### src/rtl/cla_addsub_pipe_pkg.sv
// Shared constants for the pipelined carry-lookahead adder/subtractor
// and the ALU status word built from its flags.
package cla_addsub_pipe_pkg;

  localparam logic MODE_ADD = 1'b0;
  localparam logic MODE_SUB = 1'b1;

  localparam int FLAG_C = 0;
  localparam int FLAG_V = 1;
  localparam int FLAG_Z = 2;
  localparam int FLAG_W = 3;

endpackage

### src/rtl/cla_group.sv
// Combinational GROUP-bit two-level carry-lookahead block.
// Every carry is a flat sum of products of G, P and the group carry-in.
module cla_group
  import cla_addsub_pipe_pkg::*;
#(
  parameter int GROUP = 4
) (
  input  logic [GROUP-1:0] a,
  input  logic [GROUP-1:0] b,
  input  logic             ci,
  output logic [GROUP-1:0] s,
  output logic             co,
  output logic             c_msb
);

  logic [GROUP-1:0] p;
  logic [GROUP-1:0] g;
  logic [GROUP:0]   c;
  logic             term;
  logic             prod;

  assign p = a ^ b;
  assign g = a & b;

  // c[i] = G[i-1] | P[i-1]G[i-2] | ... | P[i-1..0]ci
  always_comb begin
    c    = '0;
    term = 1'b0;
    prod = 1'b0;
    c[0] = ci;
    for (int i = 1; i <= GROUP; i++) begin
      term = ci;
      for (int m = 0; m < i; m++) begin
        term = term & p[m];
      end
      for (int j = 0; j < i; j++) begin
        prod = g[j];
        for (int m = j + 1; m < i; m++) begin
          prod = prod & p[m];
        end
        term = term | prod;
      end
      c[i] = term;
    end
  end

  assign s     = p ^ c[GROUP-1:0];
  assign co    = c[GROUP];
  assign c_msb = c[GROUP-1];

endmodule

### src/rtl/cla_addsub_pipe.sv
// Pipelined carry-lookahead adder/subtractor: one lookahead group per
// stage, carry handed stage to stage, valid/ready with global stall.
module cla_addsub_pipe
  import cla_addsub_pipe_pkg::*;
#(
  parameter int WIDTH = 16,
  parameter int GROUP = 4
) (
  input  logic             clk,
  input  logic             rst,
  input  logic             in_valid,
  output logic             in_ready,
  input  logic [WIDTH-1:0] a,
  input  logic [WIDTH-1:0] b,
  input  logic             c_in,
  input  logic             sub,
  output logic             out_valid,
  input  logic             out_ready,
  output logic [WIDTH-1:0] sum,
  output logic             c_out,
  output logic             ovf,
  output logic             zero
);

  localparam int NGRP = WIDTH / GROUP;

  if (GROUP < 1 || WIDTH % GROUP != 0) begin : g_bad_cfg
    $error("cla_addsub_pipe: WIDTH must be a positive multiple of GROUP");
  end

  logic             adv;
  logic             sub_en;
  logic [WIDTH-1:0] bb;
  logic             cin_eff;

  logic [NGRP-1:0]  vld_q;
  logic [NGRP-1:0]  co_q;
  logic [WIDTH-1:0] a_q   [NGRP];
  logic [WIDTH-1:0] bb_q  [NGRP];
  logic [WIDTH-1:0] sum_q [NGRP];
  logic [WIDTH-1:0] sum_d [NGRP];
  logic             ovf_q;
  logic             ovf_d;
  logic             zero_q;
  logic             zero_d;

  logic [GROUP-1:0] ga [NGRP];
  logic [GROUP-1:0] gb [NGRP];
  logic [GROUP-1:0] gs [NGRP];
  logic             gcm [NGRP];
  logic [NGRP-1:0]  gci;
  logic [NGRP-1:0]  gco;

  assign adv      = !vld_q[NGRP-1] | out_ready;
  assign in_ready = adv;

  assign sub_en  = (sub == MODE_SUB);
  assign bb      = b ^ {WIDTH{sub_en}};
  assign cin_eff = c_in ^ sub_en;

  for (genvar k = 0; k < NGRP; k++) begin : g_stage
    if (k == 0) begin : g_head
      assign ga[k]  = a[GROUP-1:0];
      assign gb[k]  = bb[GROUP-1:0];
      assign gci[k] = cin_eff;
    end else begin : g_tail
      assign ga[k]  = a_q[k-1][k*GROUP +: GROUP];
      assign gb[k]  = bb_q[k-1][k*GROUP +: GROUP];
      assign gci[k] = co_q[k-1];
    end

    cla_group #(
      .GROUP(GROUP)
    ) u_grp (
      .a    (ga[k]),
      .b    (gb[k]),
      .ci   (gci[k]),
      .s    (gs[k]),
      .co   (gco[k]),
      .c_msb(gcm[k])
    );
  end

  // Each stage overlays its freshly resolved group onto the upstream sum
  always_comb begin
    sum_d[0] = '0;
    sum_d[0][GROUP-1:0] = gs[0];
    for (int k = 1; k < NGRP; k++) begin
      sum_d[k] = sum_q[k-1];
      sum_d[k][k*GROUP +: GROUP] = gs[k];
    end
  end

  assign ovf_d  = gcm[NGRP-1] ^ gco[NGRP-1];
  assign zero_d = (sum_d[NGRP-1] == '0);

  always_ff @(posedge clk) begin
    if (rst) begin
      vld_q  <= '0;
      co_q   <= '0;
      ovf_q  <= 1'b0;
      zero_q <= 1'b0;
      for (int k = 0; k < NGRP; k++) begin
        a_q[k]   <= '0;
        bb_q[k]  <= '0;
        sum_q[k] <= '0;
      end
    end else if (adv) begin
      vld_q[0] <= in_valid;
      a_q[0]   <= a;
      bb_q[0]  <= bb;
      for (int k = 1; k < NGRP; k++) begin
        vld_q[k] <= vld_q[k-1];
        a_q[k]   <= a_q[k-1];
        bb_q[k]  <= bb_q[k-1];
      end
      for (int k = 0; k < NGRP; k++) begin
        sum_q[k] <= sum_d[k];
      end
      co_q   <= gco;
      ovf_q  <= ovf_d;
      zero_q <= zero_d;
    end
  end

  assign out_valid = vld_q[NGRP-1];
  assign sum       = sum_q[NGRP-1];
  assign c_out     = co_q[NGRP-1];
  assign ovf       = ovf_q;
  assign zero      = zero_q;

endmodule
### config.mk
export PLATFORM = sky130hd
export DESIGN_NAME = cla_addsub_pipe
export DESIGN_NICKNAME = d
export VERILOG_FILES = /design/src/rtl/cla_addsub_pipe_pkg.sv /design/src/rtl/cla_group.sv /design/src/rtl/cla_addsub_pipe.sv
export SDC_FILE = /design/constraint.sdc
export NUM_CORES = 1
export LEC_CHECK = 0
export ABC_AREA = 1
export BUFFER_PORTS_ARGS = -buffer_cell sky130_fd_sc_hd__buf_2
export CAP_MARGIN = 20
export CORE_ASPECT_RATIO = 0.6
export CORE_UTILIZATION = 58
export CTS_CLUSTER_SIZE = 40
export DETAILED_ROUTE_END_ITERATION = 10
export GPL_TIMING_DRIVEN = 0
export PLACE_DENSITY = 0.9
export SETUP_SLACK_MARGIN = 0.5
export SLEW_MARGIN = 25
export SYNTH_ARGS = -nofsm -noshare
export SYNTH_HDL_FRONTEND = slang
export SYNTH_HIERARCHICAL = 1
export SYNTH_SLANG_ARGS = --single-unit
### constraint.sdc
create_clock -name clk -period 4 [get_ports clk]
set_clock_uncertainty 0.15 [all_clocks]
set_input_delay 0.4 -clock clk [delete_from_list [all_inputs] [get_ports clk]]
set_output_delay 0.4 -clock clk [all_outputs]
set_load 0.03 [all_outputs]
==> results of run 1 <==
==> final timing paths <==
kind	endpoint	slack, ns	cells past startpoint
max	zero$_SDFFE_PP0P_	2.06	11
min reg2reg	co_q[3]$_SDFFE_PP0P_	0.31	2
max reg2reg	zero$_SDFFE_PP0P_	2.06	11
min	vld_q[3]$_SDFFE_PP0P_	0.10	2
==> cells in the final DEF, fill, tap and decap left out <==
cell type,netlist,final
nand3_2,4,4
inv_2,1,1
nor2_1,98,98
inv_1,114,113
nor2_2,1,1
o21ai_1,1,1
buf_2,1,58
nand3_1,13,13
clkinv_4,0,2
edfxtp_1,88,88
clkbuf_1,0,1
fa_1,4,4
clkbuf_16,0,9
inv_4,0,1
buf_16,0,1
ha_1,20,20
clkinvlp_4,0,1
xnor2_1,17,17
nand4_2,4,4
buf_6,10,10
o22ai_1,2,2
inv_6,0,1
xor2_1,9,9
clkinv_1,0,2
a21oi_1,1,1
nand2_1,52,52
dfxtp_1,10,10
o21ai_0,1,1
nand2_2,2,2
buf_4,1,1
==> layer usage <==
metal | vias to the layer above | GRT usage
li1 | 1519 | -
met1 | 1341 | 0.2564
met2 | 93 | 0.3431
met3 | 11 | 0.06682
met4 | 0 | 0.07173
met5 | - | 0
==> cell type report <==
type	instances	area (um^2)	area share
buffer	12	125.1	0.02299
clock buffer	10	229.0	0.04207
clock inverter	6	41.29	0.007586
inverter	115	434.2	0.07977
multi-input combinational	229	1323	0.2430
sequential	98	2843	0.5223
tap	108	135.1	0.02483
timing repair buffer	58	312.8	0.05747
==> worst max-delay path: stages, from the launching register on <==
cell	delay, ns
edfxtp_1	0.41
ha_1	0.29
ha_1	0.20
nand3_1	0.10
nand4_2	0.14
nand2_1	0.09
nand2_1	0.06
nor2_1	0.10
nand2_1	0.07
nor2_1	0.10
nand3_1	0.10
nand2_1	0.08
==> kinds of logic (layout without fill, tap and decap cells) <==
| group | after synthesis | after routing | share of synthesized area |
|---|---|---|---|
| buffers and inverters | 127 | 201 | 0.1179 |
| AOI/OAI and AO/OA | 5 | 5 | 0.005826 |
| DFF | 98 | 98 | 0.6020 |
| xor gates and xnor gates | 26 | 26 | 0.04823 |
| and+or+nand+nor | 174 | 174 | 0.1561 |
| adders and majority gates | 24 | 24 | 0.06995 |
==> through the flow <==
| stage | setup WS [ns] | cell area (um^2) |
|---|---|---|
| 2_1_floorplan | 0.8960 | 4722 |
| 3_3_place_gp | 0.4087 | 5142 |
| 3_5_place_dp | 1.776 | 5172 |
| 4_1_cts | 2.050 | 5443 |
| 5_1_grt | 1.894 | 5443 |
| 6_report | 2.063 | 5443 |
==> registers in the layout, indices dropped and copies added, names as in the netlist <==
register and count:
a_q 24, ovf 1, zero 1, co_q 4, vld_q 4, bb_q 24, sum_q 40
==> power by group through the flow <==
stage	sequential, mW	combinational (mW)	clock (mW)
2_1_floorplan	1.26	0.187	0
3_3_place_gp	1.24	0.270	0
3_5_place_dp	1.24	0.283	0
4_1_cts	1.22	0.288	0.781
5_1_grt	1.23	0.325	0.822
6_report	1.22	0.288	0.771
==> flow_metrics.env, run 1 <==
export IMPL_layoutNonFillerInstCount=636
export IMPL_fin_util=0.6905
export IMPL_power_density_nw_per_um2=418.8
export IMPL_cp_max_fo=3
export IMPL_end_kind="flip-flop"
export IMPL_syn_to_final_growth_pct=15.26
export IMPL_start_util=0.5990
export IMPL_cp_arrival_ns=2.07
export IMPL_port_buffers=57
export IMPL_grt_pass1_wl_um=13170
export IMPL_critical_path_class="reg2reg"
export IMPL_status="complete, no violations"
export IMPL_finalHoldViolCount=0
export IMPL_htree_levels=3
export IMPL_p_sw_frac=0.2410
export IMPL_maxUsedRoutingLayer="met4"
export IMPL_ios=59
export IMPL_clk_insertion_delay_late_ns=0.34
export IMPL_grt_overflow_total=0
export IMPL_slew_viol_final=0
export IMPL_dieArea_um2=8518
export IMPL_synth_avg_cell_area_um2=10.40
export IMPL_rows=25
export IMPL_die_h_um=71.89
export IMPL_leakage_nw=2.597
export IMPL_seq_power_share=0.536
export IMPL_drtIter0Drc=165
export IMPL_holdCritPathClass="in2reg"
export IMPL_coreArea_um2=7883
export IMPL_clock_power_share=0.338
export IMPL_fmax_mhz=516.3
export IMPL_gp_congestion=0.8317
export IMPL_clk_path_buf_depth=2
export IMPL_root_buffer="clkbuf_16"
export IMPL_synth_most_common_cell="inv_1"
export IMPL_grt_max_degree=61
export IMPL_cts_buffers=9
export IMPL_rsz0062_at_grt="false"
export IMPL_wl_met2_um=3749
export IMPL_internal_power_mw=1.730
export IMPL_async_flop_share=0
export IMPL_fill_cells=579
export IMPL_grt_usage=0.2051
export IMPL_viasPerCell=4.660
export IMPL_dp_hpwl_um=5602
export IMPL_synth_yosys_seq_area_share=0.6020
export IMPL_finalSetupTns_ns=0
export IMPL_cts_resized=0
export IMPL_synth_cell_types=22
export IMPL_dr_pass1_iters=4
export IMPL_ys_top_cells_by_count="inv_1 (114), nor2_1 (98), edfxtp_1 (88)"
export IMPL_route_antenna_remaining_nets=0
export IMPL_hold_slack_ns=0.1018
export IMPL_ys_warn_count=6
export IMPL_synth_largest_area_cell="edfxtp_1"
export IMPL_synth_fp_nets=516
export IMPL_m1WireLength_um=3530
export IMPL_diodes=0
export IMPL_cap_violations=0
export IMPL_min_from="rst"
export IMPL_layout_min_cycle_time_ns=1.937
export IMPL_vias=2964
export IMPL_postCtsSetupRepairBufs=0
export IMPL_ys_ff_latch=98
export IMPL_dp_cells=620
export IMPL_die_w_um=118.5
export IMPL_setup_violations_final=0
export IMPL_fin_nets=585
export IMPL_syn_inst=454
export IMPL_tightest_slew_ns=0.5017
export IMPL_wl_met3_um=538
export IMPL_syn_area_um2=4722
export IMPL_worstPathRequired_ns=4.13
export IMPL_vdd_drop_max_v=0.0002058
export IMPL_r2r_start="bb_q[0][44]$_SDFFCE_PN0P_"
export IMPL_hold_buffers=0
export IMPL_wl_per_cell_um=12.48
export IMPL_grt_pass1_vias=2945
export IMPL_cts_sinks=98
export IMPL_worstSetupStartpoint="bb_q[0][44]$_SDFFCE_PN0P_"
export IMPL_synth_top_cell_area_share=0.5596
export IMPL_drive_gt1_frac=0.1818
export IMPL_drc=0
export IMPL_synth_edff_count=88
export IMPL_startpoint_type="flip-flop"
export IMPL_drt_wl_total_um=7936
export IMPL_switching_power_mw=0.5493
export IMPL_power_mw=2.279
export IMPL_antenna_found_initial=0
export IMPL_period_share=0.4842
export IMPL_pwr_share_comb=0.126
export IMPL_cts_tree="done"
export IMPL_synthFlopType="edfxtp_1"
export IMPL_clkTransAtPathRegs_ns=0.06
export IMPL_relSlewSlack=0.6652
export IMPL_synth_area_leaders="edfxtp_1 (56%), inv_1 (9.1%), nor2_1 (7.8%)"
(Power assumes the default switching activity.)
==> run 2, diff against run 1 <==
--- a/config.mk
+++ b/config.mk
@@ -5,15 +5,15 @@
 export SDC_FILE = /design/constraint.sdc
 export NUM_CORES = 1
 export LEC_CHECK = 0
-export ABC_AREA = 1
+export ABC_AREA = 0
 export BUFFER_PORTS_ARGS = -buffer_cell sky130_fd_sc_hd__buf_2
 export CAP_MARGIN = 20
 export CORE_ASPECT_RATIO = 0.6
-export CORE_UTILIZATION = 58
+export CORE_UTILIZATION = 57
 export CTS_CLUSTER_SIZE = 40
 export DETAILED_ROUTE_END_ITERATION = 10
 export GPL_TIMING_DRIVEN = 0
-export PLACE_DENSITY = 0.9
+export PLACE_DENSITY = 0.89
 export SETUP_SLACK_MARGIN = 0.5
 export SLEW_MARGIN = 25
 export SYNTH_ARGS = -nofsm -noshare
==> constraint.sdc (replaced) <==
create_clock -name clk -period 1.9 [get_ports clk]
set_clock_uncertainty 0.15 [all_clocks]
set_input_delay 0.19 -clock clk [delete_from_list [all_inputs] [get_ports clk]]
set_output_delay 0.19 -clock clk [all_outputs]
set_load 0.03 [all_outputs]
==> run 2 against run 1 <==
Net effect: the run now ends with setup timing left; clock power rose to 2.8 times the previous value; worst setup slack got worse by 2.4 ns; first-iteration DRC count up 36%; utilization grew 20 points; via count up 7.9%; total power increased by 150%.
==> flow_metrics.env, run 2 <==
export IMPL_drt_wl_total_um=12910
export IMPL_tightest_slew_ns=0.6184
export IMPL_cp_slowest_cell="edfxtp_1"
export IMPL_ys_top_cells_by_count="edfxtp_1 (88), and2_1 (76), xnor2_1 (21)"
export IMPL_coreArea_um2=7447
export IMPL_fin_nets=527
export IMPL_r2r_slack_ns=-0.34
export IMPL_synthFlopType="edfxtp_1"
export IMPL_grt_pass1_vias=2787
export IMPL_grt_pass1_wl_um=14500
export IMPL_synth_fp_nets=394
export IMPL_critical_path_class="reg2reg"
export IMPL_synth_area_leaders="edfxtp_1 (59%), and2_1 (11%), ha_1 (5.6%)"
export IMPL_antenna_found_initial=0
export IMPL_violations="setup timing"
export IMPL_viasPerCell=5.571
export IMPL_syn_area_um2=4494
export IMPL_end_kind="flip-flop"
export IMPL_rsz0062_at_grt="true"
export IMPL_cts_tree="done"
export IMPL_dr_pass1_iters=7
export IMPL_port_buffers=57
export IMPL_finalSetupTns_ns=-1.181
export IMPL_rows=24
export IMPL_largestRegisters="sum_q (40), a_q (24), bb_q (24)"
export IMPL_drc=0
export IMPL_grt_overflow_total=0
export IMPL_dp_hpwl_um=5106
export IMPL_die_h_um=70.78
export IMPL_synth_avg_cell_area_um2=13.54
export IMPL_ios=59
export IMPL_cpPeakStageDelay_ns=0.43
export IMPL_pre_cts_slack_ns=-0.3088
export IMPL_grt_usage=0.2478
export IMPL_relSlewSlack=0.5877
export IMPL_synth_largest_area_cell="edfxtp_1"
export IMPL_slew_viol_final=0
export IMPL_worstPathCellList="ha_1 > ha_2 > o211ai_1 > nand2_2 > xor2_2 > nor4_2 > nand2_1 > o31ai_2"
export IMPL_syn_inst=332
export IMPL_cp_endpoint="zero$_SDFFE_PP0P_"
export IMPL_power_density_nw_per_um2=849.3
export IMPL_synth_yosys_seq_area_share=0.6325
export IMPL_r2r_start="bb_q[0][44]$_SDFFCE_PN0P_"
export IMPL_cp_arrival_ns=2.35
export IMPL_ys_ff_latch=98
export IMPL_synth_top_cell_area_share=0.5880
export IMPL_path_delay_family="adder cells"
export IMPL_setup_violations_final=7
export IMPL_fmax_mhz=445.6
export IMPL_startpoint_type="flip-flop"
export IMPL_path_buf_inv=0
export IMPL_setup_slack_ns=-0.3444
export IMPL_top_register="sum_q"
export IMPL_start_util=0.6035
export IMPL_dieArea_um2=8255
export IMPL_htree_levels=3
export IMPL_cap_violations=0
export IMPL_synth_most_common_cell="edfxtp_1"
export IMPL_cts_buffers=9
export IMPL_status="complete, but fails checks"
export IMPL_clk_insertion_delay_late_ns=0.35
export IMPL_drive_gt1_frac=0.5723
export IMPL_placed_cell_area_um2=4986
export IMPL_period_share=1.181
export IMPL_finalHoldViolCount=0
export IMPL_diodes=0
export IMPL_ys_warn_count=6
export IMPL_route_antenna_remaining_nets=0
export IMPL_wl_per_cell_um=22.50
export IMPL_cts_sinks=98
export IMPL_die_w_um=116.6
export IMPL_async_flop_share=0
export IMPL_holdCritPathClass="in2reg"
export IMPL_r2r_end="zero$_SDFFE_PP0P_"
export IMPL_clkTransAtPathRegs_ns=0.07
export IMPL_rr_worst_depth=8
export IMPL_synth_edff_count=88
export IMPL_vdd_drop_max_v=0.0005217
export IMPL_gp_congestion=0.7626
export IMPL_fin_area_um2=6608
export IMPL_drtIter0Drc=224
export IMPL_clk_path_buf_depth=2
export IMPL_cp_max_fo=2
export IMPL_leakage_nw=2.999
export IMPL_grt_max_degree=18
export IMPL_synth_cell_types=29
export IMPL_root_buffer="clkbuf_16"
export IMPL_hold_slack_ns=0.002742
export IMPL_worstPathRequired_ns=2.01
export IMPL_final_cell_mix="edfxtp_1 (88), and2_4 (63), buf_2 (57), buf_6 (19)"
export IMPL_final_common_cell="edfxtp_1"
export IMPL_worstSetupStartpoint="bb_q[0][44]$_SDFFCE_PN0P_"
export IMPL_layout_min_cycle_time_ns=2.244
export IMPL_largest_register_ffs=40
export IMPL_syn_to_final_growth_pct=47.02
export IMPL_vias=3198
export IMPL_cp_depth=8
run 2: cell count changes after synthesis, sizes merged, moves of 10 or more:
cell / change
inv: -98
nor2: -79
and2: +76
nand2: -34
nand3: -17
a21oi: +10
run 2: worst min path at each step:
stage	start	end	cells after the start
6_report	a[11]	a_q[0][11]$_SDFFCE_PN0P_	2
5_1_grt	a[11]	a_q[0][11]$_SDFFCE_PN0P_	2
4_1_cts	a[11]	a_q[0][11]$_SDFFCE_PN0P_	2
3_5_place_dp	in_valid	vld_q[0]$_SDFFE_PP0P_	3
3_3_place_gp	in_valid	vld_q[0]$_SDFFE_PP0P_	3
2_1_floorplan	in_valid	vld_q[0]$_SDFFE_PP0P_	2
run 2: cells by family (layout without fill, tap and decap cells):
group | after synthesis | in the layout | share of synthesized area
flip-flops | 98 | 98 | 0.6325
AO/OA/AOI/OAI | 25 | 25 | 0.03870
AND/OR/NAND/NOR | 124 | 139 | 0.1562
adder cells (fa/ha/maj) | 24 | 24 | 0.07350
XOR/XNOR | 30 | 30 | 0.06014
buffers and inverters | 31 | 154 | 0.03897
run 2: per-stage QoR:
step / util / power (mW) / cells
floorplan: - / 2.972 / 332
detailed placement: 0.6695 / 3.131 / 493
CTS: 0.8001 / 5.352 / 549
finish: 0.8873 / 5.612 / 574
global route: 0.8873 / 5.741 / 574
global placement: 0.6695 / 3.101 / 493
run 2: timing repair:
action	CTS	global route
pin swaps	43	43
setup buffers	14	11
endpoints found under the hold margin	10	0
hold buffers	10	0
setup endpoints to repair	178	184
cloned	16	14
resized for setup	79	112
run 2: final cells by class:
cell class | instances | area [um^2]
Buffer | 14 | 203.9
Clock buffer | 9 | 225.2
Clock inverter | 7 | 123.9
Fill cell | 298 | 839.6
Inverter | 17 | 71.32
Multi-Input combinational cell | 218 | 2068
Sequential cell | 98 | 2849
Tap cell | 104 | 130.1
Timing Repair Buffer | 107 | 935.9
run 2: metal layers:
metal	track usage	vias up	share of wire
li1	-	1413	-
met1	0.3443	1556	0.40
met2	0.4057	191	0.50
met3	0.06512	38	0.078
met4	0.03657	0	0.026
met5	0	-	0
run 2: report_power, final:
part           internal, mW  switching, mW
Sequential             2.51         0.0786
Combinational         0.460          0.415
Clock                  1.30          0.844
==> run 3, diff against run 2 <==
--- a/config.mk
+++ b/config.mk
@@ -9,12 +9,13 @@
 export BUFFER_PORTS_ARGS = -buffer_cell sky130_fd_sc_hd__buf_2
 export CAP_MARGIN = 20
 export CORE_ASPECT_RATIO = 0.6
-export CORE_UTILIZATION = 57
+export CORE_UTILIZATION = 35
 export CTS_CLUSTER_SIZE = 40
 export DETAILED_ROUTE_END_ITERATION = 10
 export GPL_TIMING_DRIVEN = 0
-export PLACE_DENSITY = 0.89
+export PLACE_DENSITY = 0.63
 export SETUP_SLACK_MARGIN = 0.5
+export SKIP_CTS_REPAIR_TIMING = 1
 export SLEW_MARGIN = 25
 export SYNTH_ARGS = -nofsm -noshare
 export SYNTH_HDL_FRONTEND = slang
==> run 3 against run 2 <==
Net effect: the flow finishes with violations (hold timing, setup timing); maximum frequency increased by 6.6%; sequential power about the same; final cell count increased by 8.5%; cell area decreased by 4.2%; combinational power decreased by 20%; utilization decreased by 37 points; first-iteration DRC count decreased by 28%; count of clock-buffer cells in the layout increased by 2; global-route usage decreased by 12 points; wire length decreased by 28%; sequential share of layout area increased by 1.9 points; critical path type unchanged; largest power group unchanged; highest routed layer unchanged.
==> flow_metrics.env, run 3 (same netlist as run 2, synthesis figures left out) <==
export IMPL_cp_depth=8
export IMPL_rsz0062_at_grt="true"
export IMPL_port_buffers=57
export IMPL_clkTransAtPathRegs_ns=0.06
export IMPL_cts_buffers=9
export IMPL_fin_nets=515
export IMPL_dp_hpwl_um=5524
export IMPL_cpPeakStageDelay_ns=0.42
export IMPL_wl_met2_um=3742
export IMPL_cp_slowest_cell="edfxtp_1"
export IMPL_period_share=1.108
export IMPL_drive_gt1_frac=0.4672
export IMPL_cts_sinks=98
export IMPL_gp_congestion=0.7164
export IMPL_dieArea_um2=13310
export IMPL_startpoint_type="flip-flop"
export IMPL_hold_slack_ns=-0.0005281
export IMPL_critical_path_class="reg2reg"
export IMPL_path_delay_family="compound AO/OA/AOI/OAI gates"
export IMPL_rows=31
export IMPL_fmax_mhz=475.0
export IMPL_pre_cts_slack_ns=-0.3162
export IMPL_diodes=0
export IMPL_largestRegisters="sum_q (40), a_q (24), bb_q (24)"
export IMPL_vias=2698
export IMPL_grt_max_degree=46
export IMPL_relSlewSlack=0.7697
export IMPL_vdd_drop_max_v=0.0004434
export IMPL_dr_pass1_iters=4
export IMPL_wl_met3_um=641
export IMPL_r2r_start="bb_q[0][44]$_SDFFCE_PN0P_"
export IMPL_r2r_slack_ns=-0.21
export IMPL_clk_path_buf_depth=2
export IMPL_root_buffer="clkbuf_16"
export IMPL_cp_arrival_ns=2.22
export IMPL_start_util=0.3655
export IMPL_slew_viol_final=0
export IMPL_final_common_cell="edfxtp_1"
export IMPL_clk_insertion_delay_late_ns=0.34
export IMPL_drt_wl_total_um=9346
export IMPL_fin_area_um2=6329
export IMPL_rr_worst_depth=8
export IMPL_holdCritPathClass="in2reg"
export IMPL_maxUsedRoutingLayer="met4"
export IMPL_worstPathRequired_ns=2.02
export IMPL_antenna_found_initial=0
export IMPL_viasPerCell=4.331
export IMPL_power_mw=5.305
export IMPL_status="complete, but fails checks"
export IMPL_r2r_end="ovf$_SDFFE_PP0P_"
export IMPL_coreArea_um2=12300
export IMPL_worstPathCellList="ha_1 > ha_2 > o211ai_1 > nand2_2 > buf_4 > a21o_1 > xnor2_2 > a211oi_2"
export IMPL_largest_register_ffs=40
export IMPL_ios=59
export IMPL_violations="hold timing, setup timing"
export IMPL_tightest_slew_ns=0.3423
export IMPL_end_kind="flip-flop"
export IMPL_placed_cell_area_um2=5082
export IMPL_worstSetupStartpoint="bb_q[0][44]$_SDFFCE_PN0P_"
export IMPL_top_register="sum_q"
export IMPL_grt_overflow_total=0
export IMPL_cts_tree="done"
export IMPL_finalHoldViolCount=1
export IMPL_drc=0
export IMPL_setup_slack_ns=-0.2054
export IMPL_setup_violations_final=6
export IMPL_final_cell_mix="edfxtp_1 (88), buf_2 (58), and2_4 (40), and2_1 (36), buf_6 (19)"
export IMPL_die_h_um=89.78
export IMPL_grt_pass1_wl_um=12230
export IMPL_drtIter0Drc=162
export IMPL_die_w_um=148.3
export IMPL_grt_usage=0.1236
export IMPL_grt_pass1_vias=2388
export IMPL_wl_per_cell_um=15.00
export IMPL_m1WireLength_um=4836
export IMPL_htree_levels=3
export IMPL_route_antenna_remaining_nets=0
export IMPL_power_density_nw_per_um2=838.2
export IMPL_cap_violations=0
export IMPL_cp_max_fo=2
export IMPL_path_buf_inv=1
export IMPL_syn_to_final_growth_pct=40.81
export IMPL_leakage_nw=2.851
export IMPL_layout_min_cycle_time_ns=2.105
export IMPL_cp_endpoint="ovf$_SDFFE_PP0P_"
## run 3: cell types whose count changed in the layout (fill, tap and decap cells not counted), sizes merged
cell | before | now
dlygate4sd3 | 10 | 7
inv | 19 | 17
nand2b | 17 | 8
buf | 107 | 102
clkbuf | 13 | 20
## run 3: how the worst min path moves through the flow
stage / start / end / slack [ns] / cells past startpoint
finish: a[5] / a_q[0][5]$_SDFFCE_PN0P_ / -0.0005 / 2
detailed placement: in_valid / vld_q[0]$_SDFFE_PP0P_ / 0.29 / 3
global placement: vld_q[1]$_SDFFE_PP0P_ / vld_q[1]$_SDFFE_PP0P_ / 0.29 / 2
global route: a[7] / a_q[0][7]$_SDFFCE_PN0P_ / 0.00008 / 2
CTS: in_valid / vld_q[0]$_SDFFE_PP0P_ / -0.07 / 3
floorplan: in_valid / vld_q[0]$_SDFFE_PP0P_ / 0.18 / 2
## run 3: power by group
| part | internal [mW] | leakage, nW | switching (mW) | total [mW] |
|---|---|---|---|---|
| clock | 1.29 | 0.161 | 0.751 | 2.04 |
| sequential | 2.51 | 1.13 | 0.0595 | 2.57 |
| combinational | 0.376 | 1.56 | 0.323 | 0.699 |
| total | 4.17 | 2.85 | 1.13 | 5.30 |
## run 3: final cells by class
cell class | count | area, um^2
plain buffers | 14 | 198.9
repair buffers | 104 | 915.9
inverters | 17 | 66.31
multi-input cells | 209 | 1755
clock buffers | 11 | 232.7
flip-flops and latches | 98 | 2850
clock inverters | 5 | 102.6
fillers | 1017 | 5967
well taps | 165 | 206.4
## run 3: routing by layer
| layer | vias up | track usage |
|---|---|---|
| met5 | - | 0 |
| met4 | 0 | 0.05670 |
| met3 | 9 | 0.04162 |
| met2 | 81 | 0.1604 |
| met1 | 1239 | 0.1822 |
| li1 | 1369 | - |
## run 3: metrics by stage
stage / std cells / hold WS (ns) / utilization / TNS (ns)
after floorplan: 332 / 0.1805 / - / -0.1177
after global routing: 623 / 0.00008288 / 0.5147 / -1.051
final: 623 / -0.0005281 / 0.5147 / -0.6513
after CTS: 571 / -0.07389 / 0.4406 / -0.8892
after global placement: 554 / 0.2895 / 0.4117 / -15.25
after detailed placement: 555 / 0.2937 / 0.4134 / -4.125
